[config.mk]
export PLATFORM = sky130hd
export DESIGN_NAME = axil_memory_arbiter
export DESIGN_NICKNAME = d
export VERILOG_FILES = /design/src/rtl/axil_memory_arbiter.sv
export SDC_FILE = /design/constraint.sdc
export NUM_CORES = 1
export LEC_CHECK = 0
export CAP_MARGIN = 20
export CELL_PAD_IN_SITES_DETAIL_PLACEMENT = 0
export CELL_PAD_IN_SITES_GLOBAL_PLACEMENT = 1
export CORE_AREA = 2 2 141 143
export DETAILED_ROUTE_END_ITERATION = 8
export DIE_AREA = 0 0 143 145
export PLACE_DENSITY = 0.86
export SYNTH_ARGS = -nofsm -noshare
export SYNTH_HDL_FRONTEND = slang
export SYNTH_SLANG_ARGS = --single-unit
[constraint.sdc]
create_clock -name i_Clock -period 5.2 [get_ports i_Clock]
set_clock_uncertainty 0.1 [all_clocks]
set_input_delay 1.56 -clock i_Clock [delete_from_list [all_inputs] [get_ports i_Clock]]
set_output_delay 1.56 -clock i_Clock [all_outputs]
set_load 0.02 [all_outputs]
[src/rtl/axil_memory_arbiter.sv]
// Two-master (instruction fetch, data) to one-slave AXI4-Lite arbiter.
// One transaction in flight at a time; round-robin between masters on ties.
module axil_memory_arbiter #(
    parameter int ADDR_WIDTH = 32,
    parameter int DATA_WIDTH = 32
) (
    input  logic                    i_Clock,
    input  logic                    w_Reset,

    input  logic [ADDR_WIDTH-1:0]   s_instr_axil_araddr,
    input  logic                    s_instr_axil_arvalid,
    output logic                    s_instr_axil_arready,
    output logic [DATA_WIDTH-1:0]   s_instr_axil_rdata,
    output logic                    s_instr_axil_rvalid,
    input  logic                    s_instr_axil_rready,

    input  logic [ADDR_WIDTH-1:0]   s_data_axil_araddr,
    input  logic                    s_data_axil_arvalid,
    output logic                    s_data_axil_arready,
    output logic [DATA_WIDTH-1:0]   s_data_axil_rdata,
    output logic                    s_data_axil_rvalid,
    input  logic                    s_data_axil_rready,
    input  logic [ADDR_WIDTH-1:0]   s_data_axil_awaddr,
    input  logic                    s_data_axil_awvalid,
    output logic                    s_data_axil_awready,
    input  logic [DATA_WIDTH-1:0]   s_data_axil_wdata,
    input  logic [DATA_WIDTH/8-1:0] s_data_axil_wstrb,
    input  logic                    s_data_axil_wvalid,
    output logic                    s_data_axil_wready,
    output logic [1:0]              s_data_axil_bresp,
    output logic                    s_data_axil_bvalid,
    input  logic                    s_data_axil_bready,

    output logic [ADDR_WIDTH-1:0]   m_axil_araddr,
    output logic                    m_axil_arvalid,
    input  logic                    m_axil_arready,
    input  logic [DATA_WIDTH-1:0]   m_axil_rdata,
    input  logic                    m_axil_rvalid,
    output logic                    m_axil_rready,
    output logic [ADDR_WIDTH-1:0]   m_axil_awaddr,
    output logic                    m_axil_awvalid,
    input  logic                    m_axil_awready,
    output logic [DATA_WIDTH-1:0]   m_axil_wdata,
    output logic [DATA_WIDTH/8-1:0] m_axil_wstrb,
    output logic                    m_axil_wvalid,
    input  logic                    m_axil_wready,
    input  logic [1:0]              m_axil_bresp,
    input  logic                    m_axil_bvalid,
    output logic                    m_axil_bready,

    output logic [1:0]              o_Grant
);

    // Encoding doubles as the debug grant code.
    typedef enum logic [1:0] {
        IDLE     = 2'b00,
        INSTR_RD = 2'b01,
        DATA_RD  = 2'b10,
        DATA_WR  = 2'b11
    } state_t;

    state_t state_q;
    state_t arb_state_d;
    logic   last_data_q;
    logic   ar_done_q;
    logic   aw_done_q;
    logic   w_done_q;

    logic instr_req;
    logic data_req;
    logic grant_data;

    assign instr_req  = s_instr_axil_arvalid;
    assign data_req   = s_data_axil_awvalid | s_data_axil_arvalid;
    assign grant_data = data_req && (!instr_req || !last_data_q);

    always_comb begin
        arb_state_d = IDLE;
        if (grant_data)
            arb_state_d = s_data_axil_awvalid ? DATA_WR : DATA_RD;
        else if (instr_req)
            arb_state_d = INSTR_RD;
    end

    always_ff @(posedge i_Clock) begin
        if (w_Reset) begin
            state_q     <= IDLE;
            last_data_q <= 1'b0;
            ar_done_q   <= 1'b0;
            aw_done_q   <= 1'b0;
            w_done_q    <= 1'b0;
        end else begin
            case (state_q)
                IDLE: begin
                    if (arb_state_d != IDLE) begin
                        state_q     <= arb_state_d;
                        last_data_q <= (arb_state_d != INSTR_RD);
                    end
                end
                INSTR_RD, DATA_RD: begin
                    if (m_axil_arvalid && m_axil_arready)
                        ar_done_q <= 1'b1;
                    if (m_axil_rvalid && m_axil_rready) begin
                        state_q   <= IDLE;
                        ar_done_q <= 1'b0;
                    end
                end
                DATA_WR: begin
                    if (m_axil_awvalid && m_axil_awready)
                        aw_done_q <= 1'b1;
                    if (m_axil_wvalid && m_axil_wready)
                        w_done_q <= 1'b1;
                    if (m_axil_bvalid && m_axil_bready) begin
                        state_q   <= IDLE;
                        aw_done_q <= 1'b0;
                        w_done_q  <= 1'b0;
                    end
                end
                default: state_q <= IDLE;
            endcase
        end
    end

    assign o_Grant = state_q;

    // Routing: everything idles at zero unless the owning state forwards it.
    always_comb begin
        s_instr_axil_arready = 1'b0;
        s_instr_axil_rdata   = '0;
        s_instr_axil_rvalid  = 1'b0;
        s_data_axil_arready  = 1'b0;
        s_data_axil_rdata    = '0;
        s_data_axil_rvalid   = 1'b0;
        s_data_axil_awready  = 1'b0;
        s_data_axil_wready   = 1'b0;
        s_data_axil_bresp    = 2'b00;
        s_data_axil_bvalid   = 1'b0;
        m_axil_araddr        = '0;
        m_axil_arvalid       = 1'b0;
        m_axil_rready        = 1'b0;
        m_axil_awaddr        = '0;
        m_axil_awvalid       = 1'b0;
        m_axil_wdata         = '0;
        m_axil_wstrb         = '0;
        m_axil_wvalid        = 1'b0;
        m_axil_bready        = 1'b0;
        case (state_q)
            INSTR_RD: begin
                m_axil_araddr        = s_instr_axil_araddr;
                m_axil_arvalid       = s_instr_axil_arvalid && !ar_done_q;
                s_instr_axil_arready = m_axil_arready && !ar_done_q;
                m_axil_rready        = s_instr_axil_rready;
                s_instr_axil_rvalid  = m_axil_rvalid;
                s_instr_axil_rdata   = m_axil_rdata;
            end
            DATA_RD: begin
                m_axil_araddr       = s_data_axil_araddr;
                m_axil_arvalid      = s_data_axil_arvalid && !ar_done_q;
                s_data_axil_arready = m_axil_arready && !ar_done_q;
                m_axil_rready       = s_data_axil_rready;
                s_data_axil_rvalid  = m_axil_rvalid;
                s_data_axil_rdata   = m_axil_rdata;
            end
            DATA_WR: begin
                m_axil_awaddr       = s_data_axil_awaddr;
                m_axil_awvalid      = s_data_axil_awvalid && !aw_done_q;
                s_data_axil_awready = m_axil_awready && !aw_done_q;
                m_axil_wdata        = s_data_axil_wdata;
                m_axil_wstrb        = s_data_axil_wstrb;
                m_axil_wvalid       = s_data_axil_wvalid && !w_done_q;
                s_data_axil_wready  = m_axil_wready && !w_done_q;
                m_axil_bready       = s_data_axil_bready;
                s_data_axil_bvalid  = m_axil_bvalid;
                s_data_axil_bresp   = m_axil_bresp;
            end
            default: ;
        endcase
    end

endmodule

==> results.ini <==
[global_route]
grt_max_degree=44
grt_pass1_vias=3231
grt_usage=0.1146
grt_pass1_wl_um=18440
antenna_found_initial=0
grt-ovfl-total=0

[synthesis]
synth_seq_cells=6
synth_cells=274
synth_mux_area_frac=0.01159
seq_area_frac_synth=0.06544
synth_area_per_cell_um2=6.699
yosys.area_share.simple=0.6483
synthAdderAreaFrac=0.02727
synth_compound_area_frac=0.1820
synth_cell_type_count=27
syn_area_um2=1836
syn_nets=458
yosys_warnings=0
synth_xor_area_frac=0
synth_top_family_by_area=simple AND/OR/NAND/NOR gates

[sta]
setup_viol=0
final_hold_viol_count=0
tns_ns=0
fmax_mhz=211.7
tightest_slew_ns=0.9015
final.setup.worst_slack_ns=0.4758
period_minus_slack_ns=4.724
rsz0062_at_grt=false
slew_headroom=0.3990
period_share=0.9085
drv_slew=0

[drt]
via_per_inst=3.640
avgRoutedWirePerCell_um=14.43
dr.pass1.iters=4
drtIter0Drc=68
totalWireLength_um=12750
ant_nets=0
num_vias=3218
route.detailed.drc=0

[floorplan]
core.rowCount=51
pin_count=360
die-area_um2=20740
fp.dieW_um=143
start_util=0.09556
die_h_um=145
core_um2=19210

[clock_tree]
postCtsSetupBuffers=0
root_buffer=clkbuf_16
cts_resized=0
cts_tree=yes
cts_max_path_buffers=2
hold_buffers=0
cts.sinks=6
numCtsBuffers=3
clock_latency_ns=0.24
clkSlewWorstSetupHoldPaths_ns=0.04
h-tree-depth=1

[power]
p_per_area_nw_per_um2=328.7
leakagePower_nw=2.081
ir_worst_vdd_uv=128.3

[finish]
final_common_cell=clkdlybuf4s50_1
stdcell_count=884
layout.nets=805
drive_above_1_share=0.03069
layout_common_cells=359 x clkdlybuf4s50_1, 139 x and2_1, 33 x nor2b_1
n_antenna_cell=0
area_delta_synth_final_pct=216.1

[setup_path]
startpoint_type=input port
arrival_ns=3.06
cp_max_fo=4
crit_type=in -> out
ff2ff_path_depth=6
end_kind=output port
required_ns=3.54

[placement]
dp_hpwl_um=10780
place_ws_ns=0.4744
io_buffers=359
dp_cells=881
place.gp.congestion=0.7935

[flow_run]
cap_violations=0

[hold_path]
min_path_type=reg -> reg
min_path_cells=2

[outcome]
status=finished clean

## layout make-up
cell class / instances / area (um2)
inverter: 3 / 11.26
clock buffer: 3 / 75.07
tap: 265 / 331.6
sequential: 6 / 120.1
multi-input combinational: 239 / 1603
timing repair buffer: 368 / 3661
fill: 2063 / 13410
## sequential cells by signal, summed over array words and instances, names as in the netlist
name         cells
w_done_q         1
ar_done_q        1
last_data_q      1
aw_done_q        1
o_Grant          2
## cell usage after synthesis (all sizes together)
cell	instances	area, um2
a21oi	6	30.03
nor2	3	11.26
and2	139	869.6
nand2b	1	6.260
nor4b	1	8.760
a211oi	1	7.510
or4b	1	10.01
inv	3	11.26
nor3	1	5.000
mux2i	1	10.01
nand2	2	7.510
dfxtp	6	120.1
a21boi	1	11.26
o31ai	1	7.510
clkbuf	22	82.58
mux2	1	11.26
a21o	1	7.510
nor3b	1	12.51
o211ai	1	7.510
ha	4	50.05
o21ai	1	5.000
buf	4	26.27
a22oi	32	240.2
a22o	1	17.52
nor2b	33	206.5
and3b	6	52.55
## final timing paths
kind | endpoint | slack (ns) | from
worst max-delay path | m_axil_arvalid | 0.48 | s_data_axil_arvalid
worst min-delay path | w_done_q$_SDFFE_PP0P_ | 0.38 | w_done_q$_SDFFE_PP0P_
worst max register to register | o_Grant[1]$_SDFFE_PP0P_ | 2.90 | o_Grant[0]$_SDFFE_PP0P_
worst min register to register | w_done_q$_SDFFE_PP0P_ | 0.38 | w_done_q$_SDFFE_PP0P_
## cells by family after synthesis
| kind of cell | count (synthesis) |
|---|---|
| buffers and inverters | 29 |
| multiplexers | 2 |
| flip-flops | 6 |
| AND/OR/NAND/NOR | 188 |
| adder cells (fa/ha/maj) | 4 |
| AO/OA/AOI/OAI | 45 |
## critical path, cell delays in order
cell             delay, ns
clkdlybuf4s50_1       0.53
mux2i_1               0.11
nor3b_2               0.23
clkdlybuf4s50_1       0.64
## power by group
group          switching, W  internal [W]  leakage (nW)
sequential        0.0000145     0.0000596        0.0491
clock             0.0000330     0.0000994        0.0370
combinational      0.000841      0.000859          1.99
total              0.000889       0.00102          2.08
## layer usage
| layer | GRT usage | part of all wire | vias to the layer above |
|---|---|---|---|
| li1 | - | - | 1592 |
| met5 | 0 | 0 | - |
| met3 | 0.04455 | 0.12 | 2 |
| met2 | 0.2093 | 0.50 | 206 |
| met4 | 0.02030 | 0.0047 | 0 |
| met1 | 0.1253 | 0.38 | 1418 |
## through the flow
stage	area, um2	hold slack, ns	utilization	total power [W]
final	5802	0.3765	0.3021	0.001907
after global routing	5802	0.4238	0.3021	0.002043
after detailed placement	5727	0.3776	0.2982	0.001801
after global placement	5727	0.3618	0.2982	0.001797
after CTS	5802	0.3899	0.3021	0.001948
after floorplan	1836	0.3437	-	0.0009730
Note: power is estimated with default switching activity, not from simulation.
